===== src/rtl/nf10_axis_pkg.sv =====
// nf10_axis_pkg
// Shared definitions for the NF10 AXI-Stream egress path:
//   - tuser field offsets (len / spt / dpt positions)
//   - egress filter FSM state encoding
//   - byte-enable popcount helper
package nf10_axis_pkg;

    localparam int TUSER_LEN_LSB = 0;
    localparam int TUSER_LEN_W   = 16;
    localparam int TUSER_SPT_LSB = 16;
    localparam int TUSER_SPT_W   = 8;
    localparam int TUSER_DPT_LSB = 24;
    localparam int TUSER_DPT_W   = 8;

    typedef enum logic [1:0] {
        ST_IDLE = 2'd0,
        ST_PASS = 2'd1,
        ST_DROP = 2'd2
    } egress_state_e;

    // Number of enabled bytes in one 64-bit beat.
    function automatic logic [3:0] strb_popcount(input logic [7:0] strb);
        logic [3:0] cnt;
        cnt = 4'd0;
        for (int i = 0; i < 8; i++) begin
            cnt = cnt + {3'd0, strb[i]};
        end
        return cnt;
    endfunction

endpackage


===== src/rtl/nf10_axis_skid_reg.sv =====
// nf10_axis_skid_reg
// Generic two-entry AXI-Stream register slice (data + strb + last).
// One output register plus one skid entry; in_ready comes from a flop,
// so there is no combinational path from out_ready to in_ready.
// Ports:
//   clk, rst                      clock, synchronous active-high reset
//   in_data/in_strb/in_last       upstream beat
//   in_valid / in_ready           upstream handshake
//   out_data/out_strb/out_last    downstream beat (registered)
//   out_valid / out_ready         downstream handshake
module nf10_axis_skid_reg #(
    parameter int C_DATA_WIDTH = 64
) (
    input  logic                      clk,
    input  logic                      rst,
    input  logic [C_DATA_WIDTH-1:0]   in_data,
    input  logic [C_DATA_WIDTH/8-1:0] in_strb,
    input  logic                      in_last,
    input  logic                      in_valid,
    output logic                      in_ready,
    output logic [C_DATA_WIDTH-1:0]   out_data,
    output logic [C_DATA_WIDTH/8-1:0] out_strb,
    output logic                      out_last,
    output logic                      out_valid,
    input  logic                      out_ready
);

    localparam int STRB_W = C_DATA_WIDTH / 8;
    localparam int BEAT_W = C_DATA_WIDTH + STRB_W + 1;

    logic [BEAT_W-1:0] out_beat_q, out_beat_d;
    logic [BEAT_W-1:0] skid_beat_q, skid_beat_d;
    logic              out_valid_q, out_valid_d;
    logic              skid_valid_q, skid_valid_d;
    logic              ready_q, ready_d;
    logic              in_fire_s;
    logic              out_fire_s;
    logic [BEAT_W-1:0] in_beat_s;

    assign in_beat_s = {in_last, in_strb, in_data};

    // Slice next-state: refill the output register from skid first, else from input
    always_comb begin
        out_beat_d   = out_beat_q;
        skid_beat_d  = skid_beat_q;
        out_valid_d  = out_valid_q;
        skid_valid_d = skid_valid_q;
        in_fire_s    = in_valid & ready_q;
        out_fire_s   = out_valid_q & out_ready;
        if (!out_valid_q || out_fire_s) begin
            // in_ready is low whenever skid holds a beat, so at most one source is live here
            if (skid_valid_q) begin
                out_beat_d   = skid_beat_q;
                out_valid_d  = 1'b1;
                skid_valid_d = 1'b0;
            end else if (in_fire_s) begin
                out_beat_d  = in_beat_s;
                out_valid_d = 1'b1;
            end else begin
                out_valid_d = 1'b0;
            end
        end else begin
            if (in_fire_s) begin
                skid_beat_d  = in_beat_s;
                skid_valid_d = 1'b1;
            end else begin
                skid_valid_d = skid_valid_q;
            end
        end
        ready_d = ~skid_valid_d;
    end

    // Slice registers; ready stays low through reset and rises one cycle after release
    always_ff @(posedge clk) begin
        if (rst) begin
            out_beat_q   <= {BEAT_W{1'b0}};
            skid_beat_q  <= {BEAT_W{1'b0}};
            out_valid_q  <= 1'b0;
            skid_valid_q <= 1'b0;
            ready_q      <= 1'b0;
        end else begin
            out_beat_q   <= out_beat_d;
            skid_beat_q  <= skid_beat_d;
            out_valid_q  <= out_valid_d;
            skid_valid_q <= skid_valid_d;
            ready_q      <= ready_d;
        end
    end

    assign in_ready  = ready_q;
    assign out_valid = out_valid_q;
    assign out_last  = out_beat_q[BEAT_W-1];
    assign out_strb  = out_beat_q[C_DATA_WIDTH +: STRB_W];
    assign out_data  = out_beat_q[C_DATA_WIDTH-1:0];

endmodule


===== src/rtl/nf10_axis_egress_filter.sv =====
// nf10_axis_egress_filter
// Per-port egress gate. On the first beat of each packet the dst-port field
// of tuser is tested against C_PORT_MASK: matching packets are forwarded
// (tuser stripped) through a registered skid slice, others are drained.
// Optional macro NF10_EGRESS_STATS_EN builds pass/drop/length-error
// counters and the byte counter; without it stat_* read zero.
// Ports:
//   axi_aclk, axi_reset           clock, synchronous active-high reset
//   s_axis_*                      input stream (tuser = {.., dpt, spt, len})
//   m_axis_*                      output stream to the MAC (no tuser)
//   stat_pkt_pass/drop/len_err    32-bit wrapping statistics
module nf10_axis_egress_filter
    import nf10_axis_pkg::*;
#(
    parameter int                    C_DATA_WIDTH  = 64,
    parameter int                    C_TUSER_WIDTH = 128,
    parameter int                    C_LEN_WIDTH   = 16,
    parameter int                    C_SPT_WIDTH   = 8,
    parameter int                    C_DPT_WIDTH   = 8,
    parameter logic [C_DPT_WIDTH-1:0] C_PORT_MASK  = 8'h01
) (
    input  logic                      axi_aclk,
    input  logic                      axi_reset,
    input  logic [C_DATA_WIDTH-1:0]   s_axis_tdata,
    input  logic [C_DATA_WIDTH/8-1:0] s_axis_tstrb,
    input  logic [C_TUSER_WIDTH-1:0]  s_axis_tuser,
    input  logic                      s_axis_tvalid,
    output logic                      s_axis_tready,
    input  logic                      s_axis_tlast,
    output logic [C_DATA_WIDTH-1:0]   m_axis_tdata,
    output logic [C_DATA_WIDTH/8-1:0] m_axis_tstrb,
    output logic                      m_axis_tvalid,
    input  logic                      m_axis_tready,
    output logic                      m_axis_tlast,
    output logic [31:0]               stat_pkt_pass,
    output logic [31:0]               stat_pkt_drop,
    output logic [31:0]               stat_len_err
);

    egress_state_e          state_q, state_d;
    logic                   skid_ready_s;
    logic                   fwd_s;
    logic                   first_s;
    logic                   accept_s;
    logic                   skid_in_valid_s;
    logic [C_DPT_WIDTH-1:0] dpt_s;
    logic [C_LEN_WIDTH-1:0] len_in_s;

    assign dpt_s    = s_axis_tuser[TUSER_DPT_LSB +: C_DPT_WIDTH];
    assign len_in_s = s_axis_tuser[TUSER_LEN_LSB +: C_LEN_WIDTH];

    // Next-state and input-side handshake decode
    always_comb begin
        state_d       = state_q;
        s_axis_tready = 1'b0;
        fwd_s         = 1'b0;
        first_s       = 1'b0;
        accept_s      = 1'b0;
        case (state_q)
            ST_IDLE: begin
                s_axis_tready = skid_ready_s;
                first_s       = 1'b1;
                if ((dpt_s & C_PORT_MASK) != {C_DPT_WIDTH{1'b0}}) begin
                    fwd_s = 1'b1;
                end else begin
                    fwd_s = 1'b0;
                end
                accept_s = s_axis_tvalid & s_axis_tready;
                // single-beat packets never leave IDLE
                if (accept_s && !s_axis_tlast) begin
                    if (fwd_s) begin
                        state_d = ST_PASS;
                    end else begin
                        state_d = ST_DROP;
                    end
                end else begin
                    state_d = ST_IDLE;
                end
            end
            ST_PASS: begin
                s_axis_tready = skid_ready_s;
                fwd_s         = 1'b1;
                accept_s      = s_axis_tvalid & s_axis_tready;
                if (accept_s && s_axis_tlast) begin
                    state_d = ST_IDLE;
                end else begin
                    state_d = ST_PASS;
                end
            end
            ST_DROP: begin
                // draining never waits on the output stage
                s_axis_tready = 1'b1;
                accept_s      = s_axis_tvalid;
                if (accept_s && s_axis_tlast) begin
                    state_d = ST_IDLE;
                end else begin
                    state_d = ST_DROP;
                end
            end
            default: begin
                state_d = ST_IDLE;
            end
        endcase
    end

    // FSM state register
    always_ff @(posedge axi_aclk) begin
        if (axi_reset) begin
            state_q <= ST_IDLE;
        end else begin
            state_q <= state_d;
        end
    end

    assign skid_in_valid_s = s_axis_tvalid & fwd_s;

    nf10_axis_skid_reg #(
        .C_DATA_WIDTH (C_DATA_WIDTH)
    ) u_skid (
        .clk       (axi_aclk),
        .rst       (axi_reset),
        .in_data   (s_axis_tdata),
        .in_strb   (s_axis_tstrb),
        .in_last   (s_axis_tlast),
        .in_valid  (skid_in_valid_s),
        .in_ready  (skid_ready_s),
        .out_data  (m_axis_tdata),
        .out_strb  (m_axis_tstrb),
        .out_last  (m_axis_tlast),
        .out_valid (m_axis_tvalid),
        .out_ready (m_axis_tready)
    );

`ifdef NF10_EGRESS_STATS_EN
    logic [C_LEN_WIDTH-1:0] cnt_q, cnt_d;
    logic [C_LEN_WIDTH-1:0] len_q, len_d;
    logic [31:0]            pass_q, pass_d;
    logic [31:0]            drop_q, drop_d;
    logic [31:0]            err_q, err_d;
    logic [C_LEN_WIDTH-1:0] pop_s;
    logic [C_LEN_WIDTH:0]   sum_s;
    logic [C_LEN_WIDTH-1:0] cnt_now_s;
    logic [C_LEN_WIDTH-1:0] len_now_s;
    logic                   unused_s;

    assign unused_s = ^{s_axis_tuser[C_TUSER_WIDTH-1:TUSER_DPT_LSB+C_DPT_WIDTH],
                        s_axis_tuser[TUSER_SPT_LSB +: C_SPT_WIDTH]};

    // Byte count including the current beat (first beat loads, later beats saturate-add) and stats update
    always_comb begin
        cnt_d  = cnt_q;
        len_d  = len_q;
        pass_d = pass_q;
        drop_d = drop_q;
        err_d  = err_q;
        pop_s  = {{(C_LEN_WIDTH-4){1'b0}}, strb_popcount(s_axis_tstrb)};
        sum_s  = {1'b0, cnt_q} + {1'b0, pop_s};
        if (first_s) begin
            cnt_now_s = pop_s;
            len_now_s = len_in_s;
        end else begin
            if (sum_s[C_LEN_WIDTH]) begin
                cnt_now_s = {C_LEN_WIDTH{1'b1}};
            end else begin
                cnt_now_s = sum_s[C_LEN_WIDTH-1:0];
            end
            len_now_s = len_q;
        end
        if (accept_s && fwd_s) begin
            cnt_d = cnt_now_s;
            len_d = len_now_s;
            if (s_axis_tlast) begin
                pass_d = pass_q + 32'd1;
                if (cnt_now_s != len_now_s) begin
                    err_d = err_q + 32'd1;
                end else begin
                    err_d = err_q;
                end
            end else begin
                pass_d = pass_q;
            end
        end else if (accept_s && s_axis_tlast) begin
            drop_d = drop_q + 32'd1;
        end else begin
            drop_d = drop_q;
        end
    end

    // Statistics registers
    always_ff @(posedge axi_aclk) begin
        if (axi_reset) begin
            cnt_q  <= {C_LEN_WIDTH{1'b0}};
            len_q  <= {C_LEN_WIDTH{1'b0}};
            pass_q <= 32'd0;
            drop_q <= 32'd0;
            err_q  <= 32'd0;
        end else begin
            cnt_q  <= cnt_d;
            len_q  <= len_d;
            pass_q <= pass_d;
            drop_q <= drop_d;
            err_q  <= err_d;
        end
    end

    assign stat_pkt_pass = pass_q;
    assign stat_pkt_drop = drop_q;
    assign stat_len_err  = err_q;
`else
    logic unused_s;

    assign unused_s = ^{s_axis_tuser[C_TUSER_WIDTH-1:TUSER_DPT_LSB+C_DPT_WIDTH],
                        s_axis_tuser[TUSER_SPT_LSB +: C_SPT_WIDTH],
                        len_in_s, first_s, accept_s};

    assign stat_pkt_pass = 32'h0;
    assign stat_pkt_drop = 32'h0;
    assign stat_len_err  = 32'h0;
`endif

endmodule


===== config.mk =====
export PLATFORM = sky130hd
export DESIGN_NAME = nf10_axis_egress_filter
export DESIGN_NICKNAME = d
export VERILOG_FILES = /design/src/rtl/nf10_axis_pkg.sv /design/src/rtl/nf10_axis_skid_reg.sv /design/src/rtl/nf10_axis_egress_filter.sv
export SDC_FILE = /design/constraint.sdc
export NUM_CORES = 1
export LEC_CHECK = 0
export ABC_AREA = 1
export BUFFER_PORTS_ARGS = -buffer_cell sky130_fd_sc_hd__buf_2
export CAP_MARGIN = 10
export CORE_AREA = 2 2 144 146
export CTS_BUF_LIST = sky130_fd_sc_hd__clkbuf_8
export CTS_CLUSTER_SIZE = 25
export DETAILED_ROUTE_END_ITERATION = 10
export DIE_AREA = 0 0 146 148
export PLACE_DENSITY = 0.78
export SLEW_MARGIN = 20
export SYNTH_ARGS = -nofsm -noshare
export SYNTH_HDL_FRONTEND = slang
export SYNTH_SLANG_ARGS = --single-unit

===== constraint.sdc =====
create_clock -name axi_aclk -period 1.76 [get_ports axi_aclk]
set_input_delay 0 -clock axi_aclk [delete_from_list [all_inputs] [get_ports axi_aclk]]
set_output_delay 0 -clock axi_aclk [all_outputs]
set_load 0.01 [all_outputs]

==> results of run 1 <==
-- stage by stage --
stage,std cells,hold slack (ps),total power (uW),area (um2),util
after CTS,1488,1.21,7280,9340,0.466
after detailed placement,1381,291,4570,8210,0.410
after floorplan,1128,168,4410,7990,-
final,1488,26.4,7210,9340,0.466
after global placement,1381,285,4560,8210,0.410
after global routing,1488,34.4,7540,9340,0.466
-- how the worst max path moves through the flow --
stage / startpoint / endpoint / slack (ps) / depth (start not counted)
floorplan: u_skid.out_valid / u_skid.out_beat_q[62] / 490 / 7
global placement: u_skid.in_ready / u_skid.out_beat_q[41] / 270 / 8
detailed placement: u_skid.in_ready / u_skid.out_beat_q[41] / 260 / 8
CTS: u_skid.in_ready / u_skid.out_beat_q[41] / 230 / 8
global route: u_skid.in_ready / u_skid.out_beat_q[24] / 90 / 8
finish: u_skid.in_ready / u_skid.out_beat_q[41] / 230 / 8
-- power groups by stage --
stage	logic, uW	registers (uW)	clock network (uW)
final	1050	3580	2580
after global routing	1160	3600	2790
after CTS	1040	3580	2660
after detailed placement	909	3660	0
after global placement	906	3660	0
after floorplan	700	3710	0
-- registers in the layout, indices dropped and copies added, names as in the netlist --
register             flops
state_q                  2
u_skid.in_ready          1
u_skid.out_beat_q       73
u_skid.out_valid         1
u_skid.skid_beat_q      73
u_skid.skid_valid_q      1
-- cells in the final DEF, fill, tap and decap left out --
master and count:
bufinv_16 2, inv_2 4, clkinv_2 1, nor2_1 78
dfxtp_1 150, nand3_4 1, inv_1 12, o21ai_0 2
nand2_4 1, nor2_4 2, buf_2 152, clkbuf_8 20
conb_1 96, nand4_1 74, nand3_1 77, inv_4 1
a21boi_0 73, buf_4 8, dfxtp_2 1, a21oi_1 148
dlygate4sd3_1 76, buf_12 15, nand2_1 224
-- worst max-delay path, cell delays in order (launching register included) --
cell     delay [ps]
dfxtp_1         350
nand2_1          90
inv_2            80
nand3_1         120
nand2_4         230
buf_12          280
nand3_1         140
nand2_1          80
nor2_1           30
-- cells by family after synthesis --
family,Yosys count,synth area share
simple gates,457,0.265
other cells,1,0.000491
flops,151,0.396
compound gates,223,0.170
buf+inv,201,0.169
-- synthesized netlist by cell type --
cell type	count
nor2_4	2
nand4_1	74
nand3_2	1
inv_2	2
nand3_1	77
buf_4	104
o21ai_0	2
nor2_1	78
nand2_2	1
buf_1	12
nand2_1	224
buf_2	41
clkbuf_1	23
a21oi_1	148
a21boi_0	73
conb_1	1
dfxtp_1	151
buf_6	12
inv_1	7
-- routing by layer --
layer  up-vias  track usage
li1       3627            -
met1      3482        0.212
met2       326        0.318
met3        29       0.0333
met4         0       0.0752
met5         -            0
-- timing repair --
item | in CTS | in global routing
hold buffers | 76 | 0
setup endpoints to repair | 0 | 0
endpoints found under the hold margin | 149 | 0
-- layout make-up --
cell class | count | area, um2 | share of cell area
multi-input combinational | 776 | 3690 | 0.395
sequential | 151 | 3020 | 0.324
timing repair buffer | 251 | 1880 | 0.201
tap | 270 | 338 | 0.0362
clock buffer | 20 | 275 | 0.0295
clock inverter | 11 | 95.1 | 0.0102
inverter | 9 | 36.3 | 0.00388
==> metrics.txt, run 1 <==
Hold Fails Final Rpt 0; hold depth 4; Final TNS setup 0 ps; M1 wire length 8.36 mm; Remaining DRCs 0; H-Tree Depth 4; initial antenna violation count 0; Hold Crit Class input port to flip-flop; GRT Total Usage 0.179; DR WL/cell roughly 13 um; post-synth top area share 0.396; NetSw between 1500 and 2000 uW; outcome finished clean; Die W approximately 150 um; Slew Viols, Final 0; GP Congestion between 0.7 and 0.8; flops & latches, synth between 150 and 200; Post-CTS Setup Inserts 0; CTS root buffer clkbuf_8; synth top area cells dfxtp_1 (40%), nand2_1 (11%), buf_4 (10%); setup ws final 230 ps; Max-Cap Viols 0; Sw Ratio 0.268; Leakage between 0.003 and 0.004 uW; cell taking the most area after synthesis dfxtp_1; R2R setup slack 230 ps; Seq pwr share 0.497; Cells after Synth ~1000; fillers slightly below 2000; WS Path Type flip-flop to flip-flop; R2R cell count 8; hold wc startpoint axi_reset; crit end category flip-flop; ant diodes 0; post-detail-place hpwl 12.0 mm; TritonCTS clock tree built; CORE AREA about 20000 um2; FP Rows 52; initial drt markers between 400 and 500; first-pass GRT wire length between 30 and 40 mm; clock sinks between 150 and 200; internal power component ~5300 uW; # port buffers roughly 150; router iterations before antenna repair 5; Routed WL roughly 20 mm; Arrival @ worst endpoint ~1900 ps; maximum resistive drop on vdd around 0.4 mV; worst-path maximum fanout between 50 and 60; dpl ws roughly 260 ps; Max Used Layer met4; min Tclk post-route about 1500 ps; WL met2 between 9 and 10 mm; clock network fraction of design power 0.358; Detail Route Antenna Nets 0; unique cell type count in the Yosys netlist 19; Worst-Margin Slew slightly below 900 ps; number of CTS-inserted buffers 17; Reg clk slew, reported paths approximately 80 ps; Clock Path Buffers 2; Die Footprint between 20000 and 25000 um2; Logic pwr share 0.146; final setup vio count 0; share of post-route cells with drive strength above 1 0.171; largest net degree at the start of global routing between 70 and 80; skew final 10.5 ps; YS warnings 0; Fmax achieved 0.654 GHz; syn avg cell area roughly 7.4 um2; sequential share of the synthesized area 0.396; worst reg2reg path startpoint u_skid.in_ready; Resized Gates After CTS 0; via count 7464; unrepaired setup endpoints after global routing no; vias in the first global route 6677; Hold EP u_skid.out_beat_q[43]; Final Cycle Share 0.869; RR Endpoint u_skid.out_beat_q[41]; Pwr Density around 770 nW/um2; Detail Route met3 WL 1.31 mm; Chip Height around 150 um; Mapped Area between 7000 and 8000 um2; critical path required time roughly 2100 ps; nets about 1400; Ports roughly 380; CP Launch Type flip-flop; Clock Latency Late Sink 440 ps; Initial Util 0.381; number of vias per cell between 5 and 6; max_slew headroom 0.421; GRT Residual Overflow 0; Layout area overhead 22.4%
No activity file was read; power rests on OpenSTA's default activity.
==> inputs of run 2 (changes only) <==
--- a/config.mk
+++ b/config.mk
@@ -6,14 +6,14 @@
 export NUM_CORES = 1
 export LEC_CHECK = 0
 export ABC_AREA = 1
-export BUFFER_PORTS_ARGS = -buffer_cell sky130_fd_sc_hd__buf_2
+export BUFFER_PORTS_ARGS = -buffer_cell sky130_fd_sc_hd__buf_4
 export CAP_MARGIN = 10
-export CORE_AREA = 2 2 144 146
+export CORE_AREA = 2 2 145 147
 export CTS_BUF_LIST = sky130_fd_sc_hd__clkbuf_8
 export CTS_CLUSTER_SIZE = 25
 export DETAILED_ROUTE_END_ITERATION = 10
-export DIE_AREA = 0 0 146 148
-export PLACE_DENSITY = 0.78
+export DIE_AREA = 0 0 147 149
+export PLACE_DENSITY = 0.72
 export SLEW_MARGIN = 20
 export SYNTH_ARGS = -nofsm -noshare
 export SYNTH_HDL_FRONTEND = slang
==> constraint.sdc (replaced) <==
create_clock -name axi_aclk -period 1.4 [get_ports axi_aclk]
set_input_delay 0 -clock axi_aclk [delete_from_list [all_inputs] [get_ports axi_aclk]]
set_output_delay 0 -clock axi_aclk [all_outputs]
set_load 0.01 [all_outputs]
==> run 2 against run 1 <==
  * Total power is 26% higher
  * Core utilization rose by 2.8 points
  * Hold slack gained 16 ps
  * Wire length rose by 16%
  * Cell area rose by 8.7%
==> metrics.txt, run 2 (synthesis gave the netlist of run 1 again) <==
Arrival @ worst endpoint 1700 ps; Pwr Density between 800 and 900 nW/um2; Ports 376; commonest cells after routing, fill and taps aside nand2_1 (222), buf_4 (167), dfxtp_1 (148), a21oi_1 (137), conb_1 (96); Chip Height 149 um; NetSw roughly 2500 uW; dpl ws -23.0 ps; Sw Ratio 0.280; fillers 1978; CORE AREA slightly above 20000 um2; GP Congestion approximately 0.74; gr busiest metal met2; largest net degree at the start of global routing 55; R2R setup slack just under 30 ps; Layout Cell Area excl Fill about 10000 um2; first-pass GRT wire length between 30 and 40 mm; TritonCTS clock tree built; internal power component 6560 uW; share of post-route cells with drive strength above 1 0.200; Seq pwr share 0.495; Die W ~150 um; vias in the first global route 6802; post-detail-place hpwl between 10 and 15 mm; Reg clk slew, reported paths approximately 80 ps; DR WL/cell between 15 and 20 um; outcome finished clean; Routed WL 23.3 mm; Final Cycle Share 0.979; max_slew headroom 0.605; min Tclk post-route about 1400 ps; via count 7639; CP Launch Type flip-flop; Clock Path Buffers 2; Leakage between 0.004 and 0.005 uW; biggest registers after layout u_skid.out_beat_q x73, u_skid.skid_beat_q x73, state_q x2; clock sinks 151; router iterations before antenna repair 5; nets between 1000 and 1500; WS Path Type flip-flop to flip-flop; GRT Total Usage 0.193; worst reg2reg path startpoint state_q[0]; area of the multi-input gates around 3800 um2; number of vias per cell around 5.0; Post-DP Area 8620 um2; fin util 0.494; maximum resistive drop on vdd between 0.5 and 0.6 mV; final setup vio count 0; Logic pwr share 0.180; Fmax achieved around 0.73 GHz; unrepaired setup endpoints after global routing yes; critical path required time about 1700 ps; skew final between 6 and 7 ps; routing usage on met1 0.242; Worst-Margin Slew slightly below 600 ps; Detail Route Antenna Nets 0; Layout area overhead 33.0%; R2R cell count 8; clock network fraction of design power 0.325; setup ws final roughly 29 ps; number of CTS-inserted buffers 17; commonest non-fill, non-tap cell in the layout nand2_1; RR Endpoint u_skid.out_beat_q[56]; GRT Residual Overflow 0; FP Rows between 50 and 60; Slew Viols, Final 0; Hold Fails Final Rpt 0; crit end category flip-flop; Remaining DRCs 0; # port buffers around 150; placed insts 1391; CTS root buffer clkbuf_8; Initial Util 0.371; Final TNS setup 0 ps; Hold Crit Class input port to flip-flop; Hold EP u_skid.skid_valid_q; initial drt markers a little under 600; hold wc startpoint m_axis_tready; H-Tree Depth 4; ant diodes 0; non-filler instance count after layout 1513; Max-Cap Viols 0; hold depth 5; FF+latch area 3030 um2; met2 GRT Util 0.333; initial antenna violation count 0; worst-path maximum fanout 6; Die Footprint approximately 22000 um2; met3 Track Usage GR 0.0382; Clock Latency Late Sink roughly 430 ps
-- run 2: timing repair --
item	CTS	global route
resized for setup	6	33
endpoints found under the setup margin	62	145
cloned	2	9
buffers inserted	3	4
hold endpoints to repair	148	0
hold buffers	77	0
pin swaps	1	7
-- run 2: power groups by stage --
stage          logic, uW  clock network (uW)  registers, uW
6_report            1640                2960           4510
5_1_grt             1780                3250           4530
4_1_cts             1510                3080           4510
3_5_place_dp        1290                   0           4610
3_3_place_gp        1280                   0           4600
2_1_floorplan        879                   0           4660
-- run 2: worst max path at each step --
stage               slack (ps)              from                endpoint
floorplan                  130  u_skid.out_valid   u_skid.out_beat_q[62]
global placement           -30   u_skid.in_ready   u_skid.out_beat_q[50]
detailed placement         -20        state_q[0]  u_skid.skid_beat_q[27]
CTS                         20   u_skid.in_ready  u_skid.skid_beat_q[27]
global route               -70        state_q[0]   u_skid.out_beat_q[56]
finish                      30        state_q[0]   u_skid.out_beat_q[56]
-- run 2: critical path, cell delays in order (launching register included) --
cell	delay, ps
dfxtp_4	380
inv_4	60
nand2_2	60
nand3_4	140
nand2_8	100
buf_8	160
clkbuf_16	170
a21oi_2	140
nor2_1	60
-- run 2: metrics by stage --
step           power (uW)  hold slack (ps)
3_3_place_gp         5890              296
4_1_cts              9100             19.4
3_5_place_dp         5900              300
6_report             9110             42.2
5_1_grt              9560             42.2
2_1_floorplan        5540              168
-- run 2: layout make-up --
| type | count | share of cell area |
|---|---|---|
| Multi-Input combinational cell | 777 | 0.375 |
| Sequential cell | 151 | 0.298 |
| Timing Repair Buffer | 273 | 0.258 |
| Tap cell | 275 | 0.0339 |
| Clock buffer | 18 | 0.0244 |
| Clock inverter | 10 | 0.00702 |
| Inverter | 9 | 0.00407 |
-- run 2: per-layer routing --
| layer | share of wire | wire [um] |
|---|---|---|
| met3 | 0.067 | 1570 |
| met2 | 0.49 | 11300 |
| met1 | 0.43 | 9890 |
| met5 | 0 | 0 |
| met4 | 0.020 | 460 |
==> inputs of run 3 (changes only) <==
--- a/config.mk
+++ b/config.mk
@@ -8,12 +8,14 @@
 export ABC_AREA = 1
 export BUFFER_PORTS_ARGS = -buffer_cell sky130_fd_sc_hd__buf_4
 export CAP_MARGIN = 10
-export CORE_AREA = 2 2 145 147
+export CELL_PAD_IN_SITES_DETAIL_PLACEMENT = 0
+export CELL_PAD_IN_SITES_GLOBAL_PLACEMENT = 1
+export CORE_MARGIN = 2
+export CORE_UTILIZATION = 29
 export CTS_BUF_LIST = sky130_fd_sc_hd__clkbuf_8
 export CTS_CLUSTER_SIZE = 25
 export DETAILED_ROUTE_END_ITERATION = 10
-export DIE_AREA = 0 0 147 149
-export PLACE_DENSITY = 0.72
+export PLACE_DENSITY = 0.8
 export SLEW_MARGIN = 20
 export SYNTH_ARGS = -nofsm -noshare
 export SYNTH_HDL_FRONTEND = slang
==> run 3 against run 2 <==
  * The run now ends with negative setup slack left
  * Hold slack improved by 220 ps
  * Cell area rose by 9.9%
  * Non-clock buffer count increased by 26
  * Clock-buffer cell count is 1 higher
  * Global-route usage fell by 3.1 points
  * Register-to-register slack worse by 40 ps
  * Critical path type unchanged
  * Largest power group unchanged
  * Highest routed layer unchanged
==> metrics.txt, run 3 (synthesis gave the netlist of run 1 again) <==
Clock Path Buffers 2; critical path required time around 1800 ps; CTS root buffer clkbuf_8; biggest registers after layout u_skid.out_beat_q x73, u_skid.skid_beat_q x73, state_q x2; Ports around 380; worst-path maximum fanout 8; Hold Crit Class input port to flip-flop; WHS roughly 260 ps; crit end category flip-flop; post-detail-place hpwl ~13 mm; number of vias per cell between 4 and 5; Initial Util 0.294; Fmax achieved just over 0.7 GHz; Reg clk slew, reported paths about 90 ps; commonest non-fill, non-tap cell in the layout nand2_1; GRT Residual Overflow 0; Pwr Density ~840 nW/um2; via count roughly 8000; initial drt markers around 610; Chip Height 166 um; outcome finished, violations left; unrepaired setup endpoints after global routing yes; commonest cells after routing, fill and taps aside nand2_1 (209), buf_4 (164), dfxtp_1 (146), a21oi_1 (98), conb_1 (96); Clock Latency Late Sink approximately 450 ps; setup ws final -7.99 ps; placed insts roughly 1400; Leakage roughly 0.0045 uW; Layout area overhead 46.2%; Max-Cap Viols 0; Routed WL around 27 mm; Final Cycle Share 1.01; WS Path Type flip-flop to flip-flop; failing checks negative setup slack; min Tclk post-route between 1000 and 1500 ps; maximum resistive drop on vdd between 0.4 and 0.5 mV; Die W around 170 um; ant diodes 0; max_slew headroom 0.652; nets 1460; largest net degree at the start of global routing 77; clock sinks 151; GRT Total Usage 0.162; number of CTS-inserted buffers 17; fillers 2622; dpl ws -35.1 ps; share of post-route cells with drive strength above 1 0.285; first-pass GRT wire length around 37 mm; Remaining DRCs 0; Slew Viols, Final 0; non-filler instance count after layout 1600; CORE AREA between 20000 and 30000 um2; final setup vio count 1; Worst-Margin Slew about 520 ps; TritonCTS clock tree built; Arrival @ worst endpoint around 1800 ps; Hold Fails Final Rpt 0; # port buffers between 150 and 200; GP Congestion around 0.7; skew final about 13 ps; vias in the first global route ~7000; FP Rows between 50 and 60; initial antenna violation count 0; H-Tree Depth 4; CP Launch Type flip-flop; Die Footprint about 28000 um2; DR WL/cell around 17 um; Detail Route Antenna Nets 0; router iterations before antenna repair 5
==> run 3: changes by cell type in the layout (fill, tap and decap cells not counted), moves of 5 or more <==
cell	delta
buf_16	+6
nand2_1	-13
nand3_2	+29
a21oi_2	+41
nand2_4	+6
clkbuf_16	+8
inv_1	-5
buf_12	+7
a21oi_1	-39
nand2_2	+8
nand3_1	-29
==> run 3: path summary, 6_finish.rpt <==
| kind | start | to | slack, ps | depth (start not counted) |
|---|---|---|---|---|
| min | s_axis_tuser[24] | u_skid.skid_beat_q[70] | 260 | 7 |
| max reg2reg | u_skid.in_ready | u_skid.skid_beat_q[27] | -8 | 9 |
| max | u_skid.in_ready | u_skid.skid_beat_q[27] | -8 | 9 |
| min reg2reg | u_skid.skid_beat_q[32] | u_skid.skid_beat_q[32] | 460 | 2 |
==> run 3: final cells by class <==
class                   count  area, um2  share of cell area
multi-input cells         777       4120               0.369
repair buffers            299       3220               0.289
flip-flops and latches    151       3030               0.271
well taps                 335        419              0.0376
clock buffers              19        262              0.0234
clock inverters            10       60.1             0.00538
inverters                   9       48.8             0.00437
==> run 3: metal layers <==
layer  GRT usage  wire, um  vias to the layer above
met1       0.211     12200                     3702
met5           0         0                        -
met3      0.0300      1630                       19
li1            -         -                     3755
met2       0.275     12800                      310
met4      0.0446       323                        0
==> run 3: timing repair <==
action	in CTS	in global routing
endpoints found under the hold margin	149	0
endpoints found under the setup margin	41	148
buffers inserted	8	11
hold buffers	79	0
gates cloned	5	21
resized for setup	14	121
pin swaps	2	10
==> run 3: per-stage QoR <==
stage	utilization	area, um2	total power [uW]	setup TNS [ps]
6_report	0.429	11200	9340	-7.99
3_3_place_gp	0.336	8720	5910	-151
3_5_place_dp	0.336	8720	5910	-188
4_1_cts	0.389	10100	9180	-14.3
2_1_floorplan	-	7990	5540	0
5_1_grt	0.429	11200	9780	-1840
==> run 3: where the power goes <==
part,switching (uW),internal (uW)
registers,83.6,4430
logic,954,861
clock network,1740,1270
total,2770,6560
==> run 3: critical path: stages (launching register included) <==
cell	delay, ps
dfxtp_2	330
nand2_2	80
inv_2	70
buf_12	130
buf_8	110
nand3_4	80
buf_12	160
clkbuf_16	190
nand2_1	70
a21oi_2	120
